`src/rtl/adder_arbiter.sv`:
```
// adder_arbiter: round-robin two-requester 8-bit add/sub unit sharing one CLA adder.
// Define ADDER_ARBITER_SUB_EN to enable subtraction (two's complement via EXEC + INC).
module adder_arbiter (
   input  logic       clk,
   input  logic       rst,
   input  logic       req0_valid,
   input  logic       req1_valid,
   output logic       req0_ready,
   output logic       req1_ready,
   input  logic [7:0] req0_a,
   input  logic [7:0] req0_b,
   input  logic [7:0] req1_a,
   input  logic [7:0] req1_b,
   input  logic       req0_sub,
   input  logic       req1_sub,
   output logic       rsp_valid,
   input  logic       rsp_ready,
   output logic [7:0] rsp_data,
   output logic       rsp_id,
   output logic       busy
);
`ifdef ADDER_ARBITER_SUB_EN
   localparam logic SUB_EN = 1'b1;
`else
   localparam logic SUB_EN = 1'b0;
`endif
   typedef enum logic [1:0] {IDLE, EXEC, INC, RESP} state_t;
   state_t state;
   logic [7:0] acc, a_r, b_r, op_a, op_b, sum;
   logic sub_r, id_r, last, gnt;
   // gnt is the index that would win this cycle; last starts at 1 so req0 wins first
   assign gnt = (req0_valid & req1_valid) ? ~last : req1_valid;
   assign req0_ready = ~rst & (state == IDLE) & req0_valid & ~gnt;
   assign req1_ready = ~rst & (state == IDLE) & req1_valid & gnt;
   assign op_a = (state == INC) ? acc : a_r;
   assign op_b = (state == INC) ? 8'h01 : b_r ^ {8{sub_r}};
   assign rsp_valid = (state == RESP);
   assign rsp_data = acc;
   assign rsp_id = id_r;
   assign busy = (state != IDLE);
   add8 u_add (.a(op_a), .b(op_b), .s(sum));
   always_ff @(posedge clk) begin
      if (rst) begin
         state <= IDLE;
         acc <= '0;
         a_r <= '0;
         b_r <= '0;
         sub_r <= 1'b0;
         id_r <= 1'b0;
         last <= 1'b1;
      end else begin
         case (state)
            IDLE: if (req0_ready | req1_ready) begin
               a_r <= gnt ? req1_a : req0_a;
               b_r <= gnt ? req1_b : req0_b;
               sub_r <= SUB_EN & (gnt ? req1_sub : req0_sub);
               id_r <= gnt;
               last <= gnt;
               state <= EXEC;
            end
            EXEC: begin
               acc <= sum;
               state <= sub_r ? INC : RESP;
            end
            INC: begin
               acc <= sum;
               state <= RESP;
            end
            RESP: if (rsp_ready) state <= IDLE;
         endcase
      end
   end
endmodule

module add8 (
   input  logic [7:0] a,
   input  logic [7:0] b,
   output logic [7:0] s
);
   logic [3:0] g, p;
   logic c4;
   assign g = a[3:0] & b[3:0];
   assign p = a[3:0] ^ b[3:0];
   // low-nibble group carry, carry-in tied to 0
   assign c4 = g[3] | p[3] & g[2] | p[3] & p[2] & g[1] | p[3] & p[2] & p[1] & g[0];
   cla4 u_lo (.a(a[3:0]), .b(b[3:0]), .ci(1'b0), .s(s[3:0]));
   cla4 u_hi (.a(a[7:4]), .b(b[7:4]), .ci(c4), .s(s[7:4]));
endmodule

module cla4 (
   input  logic [3:0] a,
   input  logic [3:0] b,
   input  logic       ci,
   output logic [3:0] s
);
   logic [3:0] g, p, c;
   assign g = a & b;
   assign p = a ^ b;
   assign c[0] = ci;
   assign c[1] = g[0] | p[0] & ci;
   assign c[2] = g[1] | p[1] & g[0] | p[1] & p[0] & ci;
   assign c[3] = g[2] | p[2] & g[1] | p[2] & p[1] & g[0] | p[2] & p[1] & p[0] & ci;
   assign s = p ^ c;
endmodule

```
`config.mk`:
```
export PLATFORM = sky130hd
export DESIGN_NAME = adder_arbiter
export DESIGN_NICKNAME = d
export VERILOG_FILES = /design/src/rtl/adder_arbiter.sv
export SDC_FILE = /design/constraint.sdc
export NUM_CORES = 1
export LEC_CHECK = 0
export CAP_MARGIN = 20
export CORE_MARGIN = 2
export CORE_UTILIZATION = 43
export DETAILED_ROUTE_END_ITERATION = 8
export GPL_TIMING_DRIVEN = 1
export PLACE_DENSITY = 0.81
export RECOVER_POWER = 100
export SYNTH_ARGS = -nofsm -noshare
export SYNTH_HDL_FRONTEND = slang
export SYNTH_SLANG_ARGS = --single-unit
```
`constraint.sdc`:
```
create_clock -name clk -period 3.54 [get_ports clk]
set_input_delay 0.531 -clock clk [delete_from_list [all_inputs] [get_ports clk]]
set_output_delay 0.531 -clock clk [all_outputs]
set_load 0.005 [all_outputs]
```
==> results by stage, run 1 <==
Layout:
- After the last flow step, the layout net total stands at 280.
- Of the cells placed in the final design, the portion with a size suffix greater than 1 is 0.0661.
- The repair_antennas step left the layout with diodes totalling 0.
- Relative to the synthesized area, the layout overhead comes to 35.2%.
- Leaving out fill and tap cells, the most frequent cells in the layout are clkdlybuf4s50_1 (37), dfxtp_1 (28), mux2i_1 (21).
- Leaving out fill and tap cells, the most frequent cell in the layout is clkdlybuf4s50_1.
- Once layout is complete, the utilization of the core stands at 0.605.
- The finished layout holds 275 standard cells, fillers aside.

Placement:
- Including well taps, the total number of placed cells is 270.
- The count of input and output buffers is 49.
- Timing analysis after detailed placement gives a worst setup slack of 0.477 ns.
- Once detailed placement completed, the half-perimeter wirelength came to 2580 µm.
- The final weighted congestion in routability-driven placement is 0.736.

Floorplanning:
- 52 I/O pins were placed.
- The initial cell density of the core is 0.447.
- The die is 66.0 µm tall.
- The floorplan step defined a core boundary enclosing 3690 µm².
- The cell row count is 22.
- The die outline area is 4350 µm².
- The die width is 66.0 µm.

Worst setup path:
- Counting cells, the worst reg-to-reg path comes to 10.
- The buffering stage count on the worst path with inverters included is 3.
- The kind of cell with the highest combined delay along the critical path is buffers and inverters.
- For the worst setup path, the data arrival time is 2.67 ns.
- The startpoint kind of the worst setup timing path is an input pin.
- In this run the worst setup path terminates at req0_ready.
- The capturing element type of the critical path is a primary output.
- Counting stages on the worst path, the most repeated cell is clkdlybuf4s50_1.
- The largest stage delay on the critical path is 0.85 ns.
- The worst register-to-register path begins at state[0].
- The reg-to-reg endpoint is rsp_data[4].
- Walking the worst path, the cells encountered are clkdlybuf4s50_1, a21boi_2, clkbuf_1, nor2_1, clkdlybuf4s50_1.
- The number of stages on the worst setup path is 5.
- The class of the most critical setup path is input pin to primary output.
- The maximum fanout count along the critical path is 17.
- The slowest cell on the critical path is clkbuf_1.
- The critical path required time is 3.01 ns.
- The reg2reg setup slack is 0.45 ns.
- The most critical setup path has its startpoint at req1_valid.

CTS:
- The count of hold-fix buffers inserted at cts is 0.
- The TritonCTS sink count is 28.
- The clock-pin slew on the worst setup and hold paths is 0.09 ns.
- TritonCTS built the clock tree.
- The H-tree level count is 1.
- The buffer depth of the longest clock path is 2.
- The clock insertion delay at the later pin of the skew report is 0.28 ns.
- Clock tree synthesis selected as its root buffer the cell clkbuf_8.
- The clock buffer count from CTS is 3.
- Post-CTS timing repair inserted 0 buffers for setup.
- The number of resized instances in the post-cts repair step is 0.

Logic synthesis:
- In this run, synthesis produced a sequential element count of 28.
- The number of different library cells used by synthesis comes to 43.
- Yosys mapped a number of flops with a built-in enable equal to 0.
- The total nets after synthesis is 233.
- The async set-reset flop share out of synthesis is 0.
- The share of the yosys chip area belonging to registers is 0.340.
- After technology mapping, the gate count stands at 181.
- The primary flip-flop cell chosen by synthesis mapping is dfxtp_1.
- The synthesized netlist occupies a cell area of 1650 µm².
- The post-synthesis average cell area is 9.12 µm².
- The Yosys step of the flow raised 0 warnings.

Global route:
- The number of antenna violations at the first check in global routing is 0.
- Entering global routing, the biggest net connects 35 pins.
- The first global-routing pass estimated 5740 µm of wire.
- The number of global-route vias before repair is 1321.
- The aggregate global-route resource usage is 0.171.
- Global routing finished with a remaining overflow of 0.

Route:
- Summed over all layers, the routed wires come to 3400 µm.
- The via count is 1384.
- The mean number of vias per cell is 5.03.
- The number of violations reported at the end of detailed-routing iteration 0 is 33.
- After detailed routing, the average wire length per cell comes to 12.4 µm.
- For this run, design rule violations remaining after detail routing come to 0.
- The pre-antenna-repair detailed-routing pass consisted of 4 iterations.
- In this run the remaining antenna-violating nets after routing total 0.

Power:
- The areal power density over the cells is 468 nW/µm².
- The analysis attributes to cell leakage a power of 0.932 nW.
- The largest vdd supply drop is 0.235 mV.
- Overall power consumption after layout is estimated at 1.04 mW.

Timing:
- The headroom to the max-slew limit is 0.243.
- Setup repair after global routing left no endpoint under its margin.
- The post-layout worst setup margin is 0.338 ns.
- Based on the critical path, the design can be clocked at up to 0.312 GHz.
- The clock skew is 0.00238 ns.
- The setup violation total in the final timing report is 0.
- For the pin with the worst max-slew slack, the measured transition is 1.14 ns.
- The final count of pins violating max slew was 0.
- The time the worst path needs with I/O delays and setup is 3.20 ns.
- The share of the clock period used by the worst path is 0.904.
- The total negative setup slack is 0 ns.
- The number of hold violations in the final report is 0.

Flow run:
- Max-cap violations in this run came to 0.

Worst hold path:
- The worst hold path passes through 2 cells.
- In this run the worst hold path is classified as register to register.

Run status:
- The flow ran to the end, and the final reports show no timing, DRC or antenna violations.
-- per-layer routing --
metal,global-route usage,wire (µm),vias up,part of all wire
met4,0.0689,51,0,0.015
li1,-,-,739,-
met1,0.214,1660,602,0.49
met5,0,0,-,0
met3,0.0221,131,5,0.039
met2,0.295,1560,38,0.46
-- sequential cells by signal (all words and copies together), names as in the netlist --
| signal | flops |
|---|---|
| last | 1 |
| a_r | 8 |
| rsp_id | 1 |
| b_r | 8 |
| rsp_data | 8 |
| state | 2 |
-- per-stage QoR --
stage / instance area (µm²) / hold WS, ns
final: 2230 / 0.475
after global routing: 2230 / 0.509
after CTS: 2230 / 0.471
after detailed placement: 2170 / 0.458
after global placement: 2170 / 0.449
after floorplan: 1650 / 0.436
-- Yosys cell counts, types with 4 or more instances --
library cell	instances	share of area
nor2b_1	5	0.019
ha_1	11	0.083
nand3_1	18	0.055
o21ai_0	17	0.052
a211oi_1	5	0.023
nand2b_1	4	0.015
nor2_1	10	0.023
clkbuf_1	5	0.011
dfxtp_1	28	0.34
mux2i_1	21	0.13
inv_1	10	0.023
mux2_2	5	0.034
-- how the worst min path moves through the flow --
stage / startpoint / endpoint / slack, ns
detailed placement: a_r[6] / a_r[6] / 0.46
global placement: a_r[6] / a_r[6] / 0.45
finish: b_r[5] / b_r[5] / 0.47
CTS: a_r[6] / a_r[6] / 0.47
floorplan: last / last / 0.44
global route: a_r[6] / a_r[6] / 0.51
-- worst register-to-register path, cell delays in order, from the launching register on --
cell	delay, ns
dfxtp_1	0.34
inv_1	0.09
ha_1	0.60
mux2i_1	0.38
inv_1	0.08
ha_1	0.31
a211oi_1	0.33
o21bai_1	0.18
inv_1	0.10
fa_1	0.40
a211oi_1	0.22
-- cell type report --
class	count	area, µm²
Timing Repair Buffer	52	513
Fill cell	333	1460
Clock buffer	4	55.1
Sequential cell	28	561
Multi-Input combinational cell	132	1000
Inverter	11	41.3
Tap cell	48	60.1
-- power breakdown --
| part | total (mW) | switching [mW] | internal (mW) |
|---|---|---|---|
| Sequential | 0.419 | 0.0402 | 0.378 |
| Clock | 0.200 | 0.0998 | 0.0998 |
| Combinational | 0.425 | 0.199 | 0.225 |
-- logic make-up (layout without fill, tap and decap cells) --
| family | Yosys count | count (layout) | share of synthesized area |
|---|---|---|---|
| AND/OR/NAND/NOR | 47 | 47 | 0.146 |
| AO/OA/AOI/OAI | 43 | 43 | 0.173 |
| flip-flops | 28 | 28 | 0.340 |
| multiplexers | 26 | 26 | 0.161 |
| buffers and inverters | 21 | 67 | 0.0561 |
| adder cells (fa/ha/maj) | 13 | 13 | 0.108 |
| XOR/XNOR | 3 | 3 | 0.0159 |
(Power assumes the default switching activity.)
==> inputs of run 2 (changes only) <==
--- a/config.mk
+++ b/config.mk
@@ -10,8 +10,8 @@
 export CORE_UTILIZATION = 43
 export DETAILED_ROUTE_END_ITERATION = 8
 export GPL_TIMING_DRIVEN = 1
-export PLACE_DENSITY = 0.81
-export RECOVER_POWER = 100
+export PLACE_DENSITY = 0.79
 export SYNTH_ARGS = -nofsm -noshare
 export SYNTH_HDL_FRONTEND = slang
+export SYNTH_HIERARCHICAL = 1
 export SYNTH_SLANG_ARGS = --single-unit
==> results by stage, run 2 <==
Run status:
- The run finished with clean final reports.

CTS:
- The H-tree level count is 1 (unchanged).
- The number of resized instances in the post-cts repair step was 0 (unchanged).
- The clock insertion delay at the later pin of the skew report is 0.28 ns (about the same).
- The TritonCTS clock tree is done.
- The CTS root buffer is clkbuf_8.
- The number of setup buffers added after CTS is 0 (unchanged).
- The TritonCTS sink count is 28 (unchanged).
- The clock-pin slew on the worst setup and hold paths was 0.09 ns (about the same).
- The buffer depth of the longest clock path is 2 (unchanged).
- The count of hold-fix buffers inserted at cts is 0 (unchanged).
- The clock buffer count from CTS was 3 (unchanged).

Logic synthesis:
- The number of warnings printed during yosys synthesis is 6 (+6).
- The share of the yosys chip area belonging to registers is 0.307 (-0.0322).
- The area fraction in and, or, nand and nor cells after synthesis is 0.153 (+0.00673).
- The share of the synthesized netlist area taken by xor and xnor gates is 0.0384 (+0.0225).
- Among all flip-flop cells after synthesis, the most frequent one is dfxtp_1.
- In the post-synthesis netlist, the cell with the most instances is mux2i_1.
- Summed over all instances, the cell type with the most area after synthesis is dfxtp_1.
- Ranked by total cell area, the synthesized netlist is headed by dfxtp_1 (31%), mux2i_1 (22%), ha_1 (8.2%).
- The post-synthesis cell area is 1820 µm² (+10%).
- The register bit count reported by yosys is 28 (unchanged).
- After synthesis, the largest family of logic cells by area is multiplexers.
- The synthesized instance count is 178 (-1.7%).
- The commonest cells after synthesis are mux2i_1 (40), dfxtp_1 (28), nand2b_1 (17).
- The post-synthesis average cell area is 10.2 µm² (+12%).
- The synthesized-area fraction occupied by ao, oa, aoi and oai cells came to 0.0796 (-0.0932).
- The fraction of synthesized cell area taken by the top area cell type was 0.307 (-0.0322).
- The count of cell types in the netlist was 35 (-19%).
- The adder-cell share of the synthesized area was 0.104 (-0.00333).
- The multiplexer share of the synthesized area is 0.269 (+0.108).
- The number of flops mapped to enable cells by yosys came to 0 (unchanged).
- The async set-reset flop share out of synthesis came to 0 (unchanged).

Worst setup path:
- The last element of the critical path is rsp_data[5].
- The critical path goes through inv_1, ha_1, mux2_2, ha_1, nor3_1, a211oi_2, fa_1, xor2_1, mux2i_1, nor2_1.
- The largest delay contributor family on the critical path is adder cells.
- The reg-to-reg endpoint is rsp_data[5].
- STA classifies the critical path endpoint as a register.
- The most numerous cell type found on the critical path is ha_1.
- The number of stages on the worst setup path was 10 (+5).
- The buffering stage count on the worst path with inverters included is 1 (-2).
- The reg2reg setup slack is 0.85 ns (+0.40 ns).
- The largest stage delay on the critical path was 0.40 ns (-0.45 ns).
- The critical path starts at state[0].
- The number of cells on the worst reg-to-reg path is 10 (unchanged).
- The maximum fanout count along the critical path is 6 (-11).
- The slowest stage of the critical path belongs to the cell mux2_2.
- The setup path with the least slack is of type register to register.
- The startpoint of the worst-slack reg-to-reg timing path is state[0].
- The startpoint kind of the worst setup timing path is a register.
- The critical path required time came to 3.70 ns (+0.69 ns).
- The arrival time at the worst endpoint came to 2.86 ns (+0.19 ns).

Global route:
- The pin count of the biggest net entering global routing came to 31 (-11%).
- The aggregate global-route resource usage is 0.160 (-0.0105).
- The first-pass GRT wire length is 6250 µm (+8.9%).
- The number of global-route vias before repair came to 1420 (+7.5%).
- The remaining global-route overflow was 0 (unchanged).
- The number of antenna violations at the first check in global routing came to 0 (unchanged).

Route:
- The total length of routed wires came to 3550 µm (+4.4%).
- The mean number of vias per cell came to 5.08 (+0.86%).
- The post-route antenna net violation count is 0 (unchanged).
- The detailed-route wire length per cell is 12.9 µm (+4.1%).
- The detailed-router iteration count before antenna repair is 4 (unchanged).
- The residual DRC count is 0 (unchanged).
- The number of violations reported at the end of detailed-routing iteration 0 came to 32 (-3.0%).
- The via count is 1401 (+1.2%).

Timing:
- The maximum clock frequency was 0.371 GHz (+19%).
- The setup violation total in the final timing report is 0 (unchanged).
- The time the worst path needs with I/O delays and setup is 2.69 ns (-0.508 ns).
- The clock skew is 0.00406 ns (+0.00167 ns).
- The final count of pins violating max slew is 0 (unchanged).
- The headroom to the max-slew limit is 0.568 (+0.325).
- The slew at the pin closest to its max-slew limit is 0.647 ns (-0.489 ns).
- The total negative setup slack is 0 ns (unchanged).
- The share of the clock period used by the worst path is 0.761 (-0.143).
- The number of hold violations in the final report is 0 (unchanged).
- Setup repair after global routing left no endpoint under its margin.

Placement:
- The count of input and output buffers was 49 (unchanged).
- The placed wire-length estimate was 2600 µm (+0.57%).
- The final weighted congestion in routability-driven placement is 0.736 (unchanged).
- The cell area after placement was 2340 µm² (+7.6%).

Layout:
- The fraction of layout instances using a drive strength above 1 came to 0.106 (+0.0401).
- Leaving out fill and tap cells, the most frequent cell in the layout is clkdlybuf4s50_1.
- The antenna diode count was 0 (unchanged).
- The number of nets in the finished design is 281 (+0.36%).
- The library cells used most frequently in the layout, excluding fill and tap cells, are clkdlybuf4s50_1 (49), mux2i_1 (40), dfxtp_1 (28).
- The cell area after layout is 2380 µm² (+6.6%).
- The post-synthesis to final-layout area growth is 30.5%.

Power:
- The largest vdd supply drop is 0.163 mV (-31%).
- The static power due to leakage is 1.06 nW (+13%).
- The areal power density over the cells came to 399 nW/µm² (-15%).
- The overall power consumption is 0.948 mW (-9.1%).

Floorplanning:
- The die outline area is 4780 µm² (+9.8%).
- The die boundary height came to 69.1 µm (+4.8%).
- The initial cell density of the core is 0.452 (+0.00506).
- The floorplan core area is 4030 µm² (+9.2%).
- The cell row count is 23 (+4.5%).
- The die width is 69.1 µm (+4.8%).
- The count of boundary I/O pins is 52 (unchanged).

Flow run:
- The number of maximum-capacitance violations came to 0 (unchanged).

Worst hold path:
- The kind of path behind the tightest hold check is register to register.
-- run 2: worst min-delay path by stage --
stage | start | to | slack [ns] | cells past startpoint
finish | b_r[5] | b_r[5] | 0.47 | 2
global route | b_r[1] | b_r[1] | 0.49 | 2
CTS | b_r[1] | b_r[1] | 0.48 | 2
detailed placement | b_r[1] | b_r[1] | 0.46 | 2
global placement | b_r[7] | b_r[7] | 0.46 | 2
floorplan | b_r[0] | b_r[0] | 0.44 | 2
-- run 2: metal layers --
| metal | vias to the layer above | share of wire | global-route usage |
|---|---|---|---|
| li1 | 709 | - | - |
| met5 | - | 0 | 0 |
| met3 | 5 | 0.048 | 0.0336 |
| met2 | 39 | 0.46 | 0.281 |
| met4 | 0 | 0.017 | 0.0588 |
| met1 | 648 | 0.47 | 0.192 |
-- run 2: cell families (layout without fill, tap and decap cells) --
group / count (synthesis) / after routing
compound gates: 18 / 18
xor+xnor: 8 / 8
fa+ha+maj: 14 / 14
buf+inv: 13 / 59
flops: 28 / 28
mux: 48 / 48
other cells: 1 / 3
simple gates: 48 / 48
-- run 2: worst register-to-register path: cells and delay by family, from the launching register on --
kind,cells,cell delay [ns]
and+or+nand+nor,2,0.35
xor gates and xnor gates,1,0.17
adders and majority gates,3,0.98
muxes,2,0.55
buffers and inverters,1,0.08
DFF,1,0.34
AOI/OAI and AO/OA,1,0.12
-- run 2: layout make-up --
type	instances	area, µm²
Clock buffer	3	41.3
Fill cell	361	1650
Inverter	4	15.0
Multi-Input combinational cell	139	1190
Sequential cell	28	561
Tap cell	50	62.6
Timing Repair Buffer	52	513
-- run 2: metrics by stage --
| stage | cells | utilization | worst slack, ns | hold WS, ns |
|---|---|---|---|---|
| finish | 276 | 0.590 | 0.846 | 0.474 |
| detailed placement | 273 | 0.580 | 0.872 | 0.461 |
| floorplan | 180 | - | 1.16 | 0.444 |
| CTS | 276 | 0.590 | 0.830 | 0.477 |
| global placement | 273 | 0.580 | 0.872 | 0.456 |
| global route | 276 | 0.590 | 0.690 | 0.491 |
-- run 2: power by group --
group | total, mW | internal, mW | switching [mW]
Sequential | 0.391 | 0.362 | 0.0284
Combinational | 0.382 | 0.218 | 0.164
Clock | 0.176 | 0.0766 | 0.0992
Total | 0.948 | 0.657 | 0.292
